### src/rtl/dmem_lsu_pkg.sv
// dmem_lsu_pkg
// Shared definitions for the dmem load/store unit:
//   - RV32I funct3 encodings for loads and stores
//   - FSM state enum
//   - MEM_AW, the dmem word-address width (64 words)
package dmem_lsu_pkg;

    localparam int MEM_AW = 6;

    // Load encodings
    localparam logic [2:0] F3_LB  = 3'b000;
    localparam logic [2:0] F3_LH  = 3'b001;
    localparam logic [2:0] F3_LW  = 3'b010;
    localparam logic [2:0] F3_LBU = 3'b100;
    localparam logic [2:0] F3_LHU = 3'b101;

    // Store encodings
    localparam logic [2:0] F3_SB  = 3'b000;
    localparam logic [2:0] F3_SH  = 3'b001;
    localparam logic [2:0] F3_SW  = 3'b010;

    typedef enum logic [1:0] {
        ST_IDLE,
        ST_ACCESS,
        ST_WRITE,
        ST_RESP
    } lsu_state_e;

endpackage

### src/rtl/dmem_lsu_align.sv
// dmem_lsu_align
// Purely combinational lane logic for the load/store unit.
// Ports:
//   chkFunct3_i, chkStore_i, chkAddr_i : request being checked for legality
//   legal_o                            : 1 when alignment and funct3 are valid
//   funct3_i, addr_i                   : latched access type and byte offset
//   storeLo_i                          : low halfword of the latched store data
//   memRdata_i                         : current dmem read word
//   loadData_o                         : extracted and extended load result
//   mergeData_o                        : read word with the store lanes replaced
module dmem_lsu_align
    import dmem_lsu_pkg::*;
(
    input  logic [2:0]  chkFunct3_i,
    input  logic        chkStore_i,
    input  logic [1:0]  chkAddr_i,
    output logic        legal_o,
    input  logic [2:0]  funct3_i,
    input  logic [1:0]  addr_i,
    input  logic [15:0] storeLo_i,
    input  logic [31:0] memRdata_i,
    output logic [31:0] loadData_o,
    output logic [31:0] mergeData_o
);

    logic [4:0]  laneShift;
    logic [31:0] shiftedWord;
    logic [7:0]  laneByte;
    logic [15:0] laneHalf;
    logic [31:0] laneMask;
    logic [31:0] laneData;

    // Bit offset of the addressed lane; the selected byte/halfword always
    // ends up in the low bits of shiftedWord.
    assign laneShift   = {addr_i, 3'b000};
    assign shiftedWord = memRdata_i >> laneShift;
    assign laneByte    = shiftedWord[7:0];
    assign laneHalf    = shiftedWord[15:0];

    // Legality: stores and loads have separate encoding sets, so a load
    // using a store-only code (and vice versa) falls into the default arm.
    always_comb begin
        legal_o = 1'b0;
        if (chkStore_i) begin
            case (chkFunct3_i)
                F3_SB:   legal_o = 1'b1;
                F3_SH:   legal_o = ~chkAddr_i[0];
                F3_SW:   legal_o = (chkAddr_i == 2'b00);
                default: legal_o = 1'b0;
            endcase
        end else begin
            case (chkFunct3_i)
                F3_LB, F3_LBU: legal_o = 1'b1;
                F3_LH, F3_LHU: legal_o = ~chkAddr_i[0];
                F3_LW:         legal_o = (chkAddr_i == 2'b00);
                default:       legal_o = 1'b0;
            endcase
        end
    end

    // Load extraction with sign or zero extension.
    always_comb begin
        loadData_o = 32'h0;
        case (funct3_i)
            F3_LB:   loadData_o = {{24{laneByte[7]}}, laneByte};
            F3_LH:   loadData_o = {{16{laneHalf[15]}}, laneHalf};
            F3_LW:   loadData_o = memRdata_i;
            F3_LBU:  loadData_o = {24'h0, laneByte};
            F3_LHU:  loadData_o = {16'h0, laneHalf};
            default: loadData_o = 32'h0;
        endcase
    end

    // Store merge: clear the target lane in the read word and OR in the
    // new data shifted into the same position.
    always_comb begin
        laneMask = 32'h0;
        laneData = 32'h0;
        case (funct3_i)
            F3_SB: begin
                laneMask = 32'h0000_00FF << laneShift;
                laneData = {24'h0, storeLo_i[7:0]} << laneShift;
            end
            F3_SH: begin
                laneMask = 32'h0000_FFFF << laneShift;
                laneData = {16'h0, storeLo_i} << laneShift;
            end
            default: begin
                laneMask = 32'h0;
                laneData = 32'h0;
            end
        endcase
        mergeData_o = (memRdata_i & ~laneMask) | laneData;
    end

endmodule

### src/rtl/dmem_lsu.sv
// dmem_lsu
// Load/store unit between the execute stage and the 64-word dmem.
// One transaction at a time: IDLE -> (ACCESS [-> WRITE]) -> RESP -> IDLE.
// Sub-word stores are read-modify-write because dmem only writes words.
// Ports:
//   clk, rst_n                     : clock, asynchronous active-low reset
//   req_valid/req_ready            : request handshake (ready only in IDLE)
//   req_funct3, req_store          : access type
//   req_addr, req_wdata            : byte address and store data
//   rsp_valid/rsp_ready            : registered response handshake
//   rsp_rdata, rsp_err             : load result / error flag
//   mem_addr, mem_wdata, mem_we    : dmem word address, write data, enable
//   mem_rdata                      : dmem combinational read data
// Build option:
//   DMEM_LSU_RANGE_CHECK_EN : flag requests with req_addr[31:8] != 0 as
//                             errors; otherwise addresses wrap at 256 bytes.
module dmem_lsu
    import dmem_lsu_pkg::*;
(
    input  logic              clk,
    input  logic              rst_n,
    input  logic              req_valid,
    output logic              req_ready,
    input  logic [2:0]        req_funct3,
    input  logic              req_store,
    input  logic [31:0]       req_addr,
    input  logic [31:0]       req_wdata,
    output logic              rsp_valid,
    input  logic              rsp_ready,
    output logic [31:0]       rsp_rdata,
    output logic              rsp_err,
    output logic [MEM_AW-1:0] mem_addr,
    output logic [31:0]       mem_wdata,
    output logic              mem_we,
    input  logic [31:0]       mem_rdata
);

    lsu_state_e  state_q, state_d;
    logic [2:0]  funct3_q, funct3_d;
    logic        store_q, store_d;
    logic [7:0]  addr_q, addr_d;
    logic [31:0] wdata_q, wdata_d;
    logic [31:0] merge_q, merge_d;
    logic [31:0] rdata_q, rdata_d;
    logic        err_q, err_d;

    logic        reqLegal;
    logic        rangeErr;
    logic [31:0] loadData;
    logic [31:0] mergeData;

`ifdef DMEM_LSU_RANGE_CHECK_EN
    assign rangeErr = |req_addr[31:8];
`else
    // Upper address bits are intentionally dropped so accesses wrap.
    logic unusedAddrHi;
    assign unusedAddrHi = ^req_addr[31:8];
    assign rangeErr     = 1'b0;
`endif

    // Legality is judged on the live request inputs in IDLE; lane
    // extraction and merging work on the latched transaction.
    dmem_lsu_align u_align (
        .chkFunct3_i (req_funct3),
        .chkStore_i  (req_store),
        .chkAddr_i   (req_addr[1:0]),
        .legal_o     (reqLegal),
        .funct3_i    (funct3_q),
        .addr_i      (addr_q[1:0]),
        .storeLo_i   (wdata_q[15:0]),
        .memRdata_i  (mem_rdata),
        .loadData_o  (loadData),
        .mergeData_o (mergeData)
    );

    // State and transaction registers; reset aborts any transaction.
    always_ff @(posedge clk or negedge rst_n) begin
        if (!rst_n) begin
            state_q  <= ST_IDLE;
            funct3_q <= 3'b000;
            store_q  <= 1'b0;
            addr_q   <= 8'h00;
            wdata_q  <= 32'h0;
            merge_q  <= 32'h0;
            rdata_q  <= 32'h0;
            err_q    <= 1'b0;
        end else begin
            state_q  <= state_d;
            funct3_q <= funct3_d;
            store_q  <= store_d;
            addr_q   <= addr_d;
            wdata_q  <= wdata_d;
            merge_q  <= merge_d;
            rdata_q  <= rdata_d;
            err_q    <= err_d;
        end
    end

    // Next-state and memory-side outputs. mem_we is asserted only in
    // ACCESS for a full-word store and in WRITE for the merged word.
    always_comb begin
        state_d   = state_q;
        funct3_d  = funct3_q;
        store_d   = store_q;
        addr_d    = addr_q;
        wdata_d   = wdata_q;
        merge_d   = merge_q;
        rdata_d   = rdata_q;
        err_d     = err_q;
        mem_we    = 1'b0;
        mem_wdata = 32'h0;

        case (state_q)
            ST_IDLE: begin
                if (req_valid) begin
                    funct3_d = req_funct3;
                    store_d  = req_store;
                    addr_d   = req_addr[7:0];
                    wdata_d  = req_wdata;
                    if (!reqLegal || rangeErr) begin
                        err_d   = 1'b1;
                        state_d = ST_RESP;
                    end else begin
                        state_d = ST_ACCESS;
                    end
                end
            end
            ST_ACCESS: begin
                if (!store_q) begin
                    rdata_d = loadData;
                    state_d = ST_RESP;
                end else if (funct3_q == F3_SW) begin
                    mem_we    = 1'b1;
                    mem_wdata = wdata_q;
                    state_d   = ST_RESP;
                end else begin
                    merge_d = mergeData;
                    state_d = ST_WRITE;
                end
            end
            ST_WRITE: begin
                mem_we    = 1'b1;
                mem_wdata = merge_q;
                state_d   = ST_RESP;
            end
            ST_RESP: begin
                if (rsp_ready) begin
                    err_d   = 1'b0;
                    rdata_d = 32'h0;
                    state_d = ST_IDLE;
                end
            end
            default: state_d = ST_IDLE;
        endcase
    end

    assign req_ready = (state_q == ST_IDLE);
    assign rsp_valid = (state_q == ST_RESP);
    assign rsp_rdata = rdata_q;
    assign rsp_err   = err_q;
    assign mem_addr  = addr_q[MEM_AW+1:2];

endmodule

### config.mk
export PLATFORM = sky130hd
export DESIGN_NAME = dmem_lsu
export DESIGN_NICKNAME = d
export VERILOG_FILES = /design/src/rtl/dmem_lsu_pkg.sv /design/src/rtl/dmem_lsu_align.sv /design/src/rtl/dmem_lsu.sv
export SDC_FILE = /design/constraint.sdc
export NUM_CORES = 1
export LEC_CHECK = 0
export BUFFER_PORTS_ARGS = -buffer_cell sky130_fd_sc_hd__buf_2
export CORE_MARGIN = 2
export CORE_UTILIZATION = 47
export CTS_CLUSTER_DIAMETER = 80
export DETAILED_ROUTE_END_ITERATION = 16
export GPL_ROUTABILITY_DRIVEN = 0
export PLACE_DENSITY_LB_ADDON = 0.05
export SLEW_MARGIN = 40
export SYNTH_ARGS = -nofsm -noshare
export SYNTH_HDL_FRONTEND = slang
export SYNTH_SLANG_ARGS = --single-unit
export TNS_END_PERCENT = 1
### constraint.sdc
create_clock -name clk -period 2 [get_ports clk]
set_clock_uncertainty 0.2 [all_clocks]
set_input_delay 0.4 -clock clk [delete_from_list [all_inputs] [get_ports clk]]
set_output_delay 0.4 -clock clk [all_outputs]
set_load 0.02 [all_outputs]
==> results.toml <==
[power]
power_uw = 14000
ir_worst_vdd_mv = 1.23
pwr_density_cell_mw_per_mm2 = 1790
leakagePower_uw = 0.00351

[grt]
grt_pass1_vias = 4938
antenna_found_initial = 0
grt_max_degree = 112
grt_pass1_wl_mm = 26.8
globalRouteTotalUtil = 0.267
grt_overflow_total = 0

[clocking]
clk_pin_slew_worst_paths_ns = 0.07
worstSkewPairLatency_ns = 0.35
cts_made_buffers = 9
cts_tree = "built"
clockBufferDepth = 2
htree_levels = 3
cts_root_buf = "clkbuf_16"
cts.sinks = 111

[floorplanning]
fp.dieW_um = 114
core_area_mm2 = 0.0120
num_io_pins = 178
chipHeight_um = 114
start_util = 0.479
dieArea_mm2 = 0.0131
rows = 40

[route]
vias_per_cell = 5.83
drt_iter0_markers = 348
firstDrtPassIters = 5
avgRoutedWirePerCell_um = 20.2
num_vias = 4969
ant_nets = 0
routed_wl_mm = 17.3
route.detailed.drc = 0

[final_layout]
layout_commonest_cell = "buf_2"
nets = 808
nFillCells = 964
drive_above_1_share = 0.492
fin_area_mm2 = 0.00780
diodes = 0
final_cell_mix = "buf_2, dfrtp_1, mux2_2"
areaGrowthSynthToFinish_pct = 36.0

[sta]
max_freq_mhz = 392
slew_headroom = 0.546
period_needed_ns = 2.55
rsz0062_at_grt = "true"
hold_viol_final = 0
worst_pin_slew_ns = 0.679
finalSetupTns_ns = -19.91
drv_slew = 0
fin_hold_ws_ns = 0.0744
setup_viol_count_final = 67
fin_ws_ns = -0.551
finalCritPeriodShare = 1.28

[synthesis]
netlist_instances = 527
synth_edf_count = 0
syn_avg_cell_area_um2 = 10.9
syn_nets = 635
ys.flop_type = "dfrtp_1"
ys_seq_elements = 111
synth_area_mm2 = 0.00573
ys_seq_area_frac = 0.485
ys_async_sr_fraction = 1.00
yosysWarnings = 0
netlist-cell-type-count = 49

[setup_path]
startpoint_type = "register"
cp-end-kind = "output pin"
crit_type = "reg -> out"
cp.arrival_ns = 1.95
crit_fanout = 5
worstPathRequired_ns = 1.40

[run_status]
violations = "setup timing"
status = "finished with violations"

[min_path]
hold_class = "in -> reg"

[placement]
io_buffers = 153
hpwl_mm = 12.2
postPlaceCellArea_mm2 = 0.00703

[run]
maxCapViolations = 0
[metrics by stage]
| stage | std cells | util | setup slack (ns) |
|---|---|---|---|
| 4_1_cts | 852 | 0.634 | -0.553 |
| 3_3_place_gp | 827 | 0.583 | -0.305 |
| 2_1_floorplan | 527 | - | -0.203 |
| 5_1_grt | 852 | 0.652 | -0.593 |
| 6_report | 852 | 0.652 | -0.551 |
| 3_5_place_dp | 829 | 0.587 | -0.226 |
[repair_timing]
item	CTS	global route
gates resized for setup	57	55
pin swaps	4	6
buffers inserted	4	1
hold buffers	1	0
hold endpoints to repair	111	0
gates cloned	2	2
endpoints found under the setup margin	81	91
[sequential cells by signal, summed over array words and instances, names as in the netlist]
register,count
state_q,2
funct3_q,3
wdata_q,32
addr_q,8
store_q,1
rsp_rdata,32
rsp_err,1
merge_q,32
[where the power goes]
part           leakage (uW)  total [uW]  internal [uW]  switching (uW)
Clock              0.000149        1870           1010             860
Combinational       0.00203        7850           3860            4000
Sequential          0.00134        4250           3340             906
[worst paths after layout]
path                       slack, ns  cells after the start                     from                         to
min reg2reg                     0.30                      1    addr_q[5]$_DFFE_PN0P_      addr_q[5]$_DFFE_PN0P_
min                             0.07                      2            req_wdata[18]    wdata_q[18]$_DFFE_PN0P_
max reg2reg                    -0.17                      8   state_q[1]$_DFFE_PN0P_  rsp_rdata[14]$_DFFE_PN0P_
min in group asynchronous       0.46                      3                    rst_n  rsp_rdata[20]$_DFFE_PN0P_
max in group asynchronous       0.65                      3                    rst_n     state_q[0]$_DFFE_PN0P_
max                            -0.55                      7  funct3_q[0]$_DFFE_PN0P_               mem_wdata[0]
[kinds of logic after synthesis]
logic type / after synthesis / synth area share
AOI/OAI and AO/OA: 171 / 0.219
and+or+nand+nor: 126 / 0.121
DFF: 111 / 0.485
muxes: 61 / 0.120
buffers and inverters: 54 / 0.0471
adders and majority gates: 4 / 0.00873
[worst max-delay path, cell delays in order, from the launching register on]
cell     delay, ns
dfrtp_1       0.38
or3b_4        0.42
nor2_4        0.14
buf_12        0.15
buf_8         0.13
a22oi_1       0.06
nor2b_1       0.17
buf_4         0.17
[per-layer routing]
metal  share of wire  GRT usage
met4           0.020     0.0894
met2            0.50      0.439
met5               0          0
met3           0.062     0.0402
met1            0.42      0.363
[area by class of cell]
class	count	area, um2	area share
clock buffer	10	239	0.0306
clock inverter	6	68.8	0.00883
inverter	5	18.8	0.00241
multi-input combinational	362	2930	0.375
sequential	111	2780	0.356
tap	147	184	0.0236
timing repair buffer	211	1580	0.203
[cell usage after synthesis (8+ instances only)]
cell type	instances	area, um2
mux2_2	51	574
mux2i_1	9	90.1
a21oi_1	34	170
a31oi_1	9	56.3
nand2_1	21	78.8
nor2_1	42	158
dfrtp_1	111	2780
a221oi_1	9	78.8
a22o_1	8	70.1
a221o_1	22	220
o21ai_0	12	60.1
buf_4	9	67.6
a2bb2oi_1	8	70.1
nor2b_1	38	238
buf_2	15	75.1
clkbuf_1	22	82.6
a22oi_1	55	413
No activity file was read; power rests on OpenSTA's default activity.
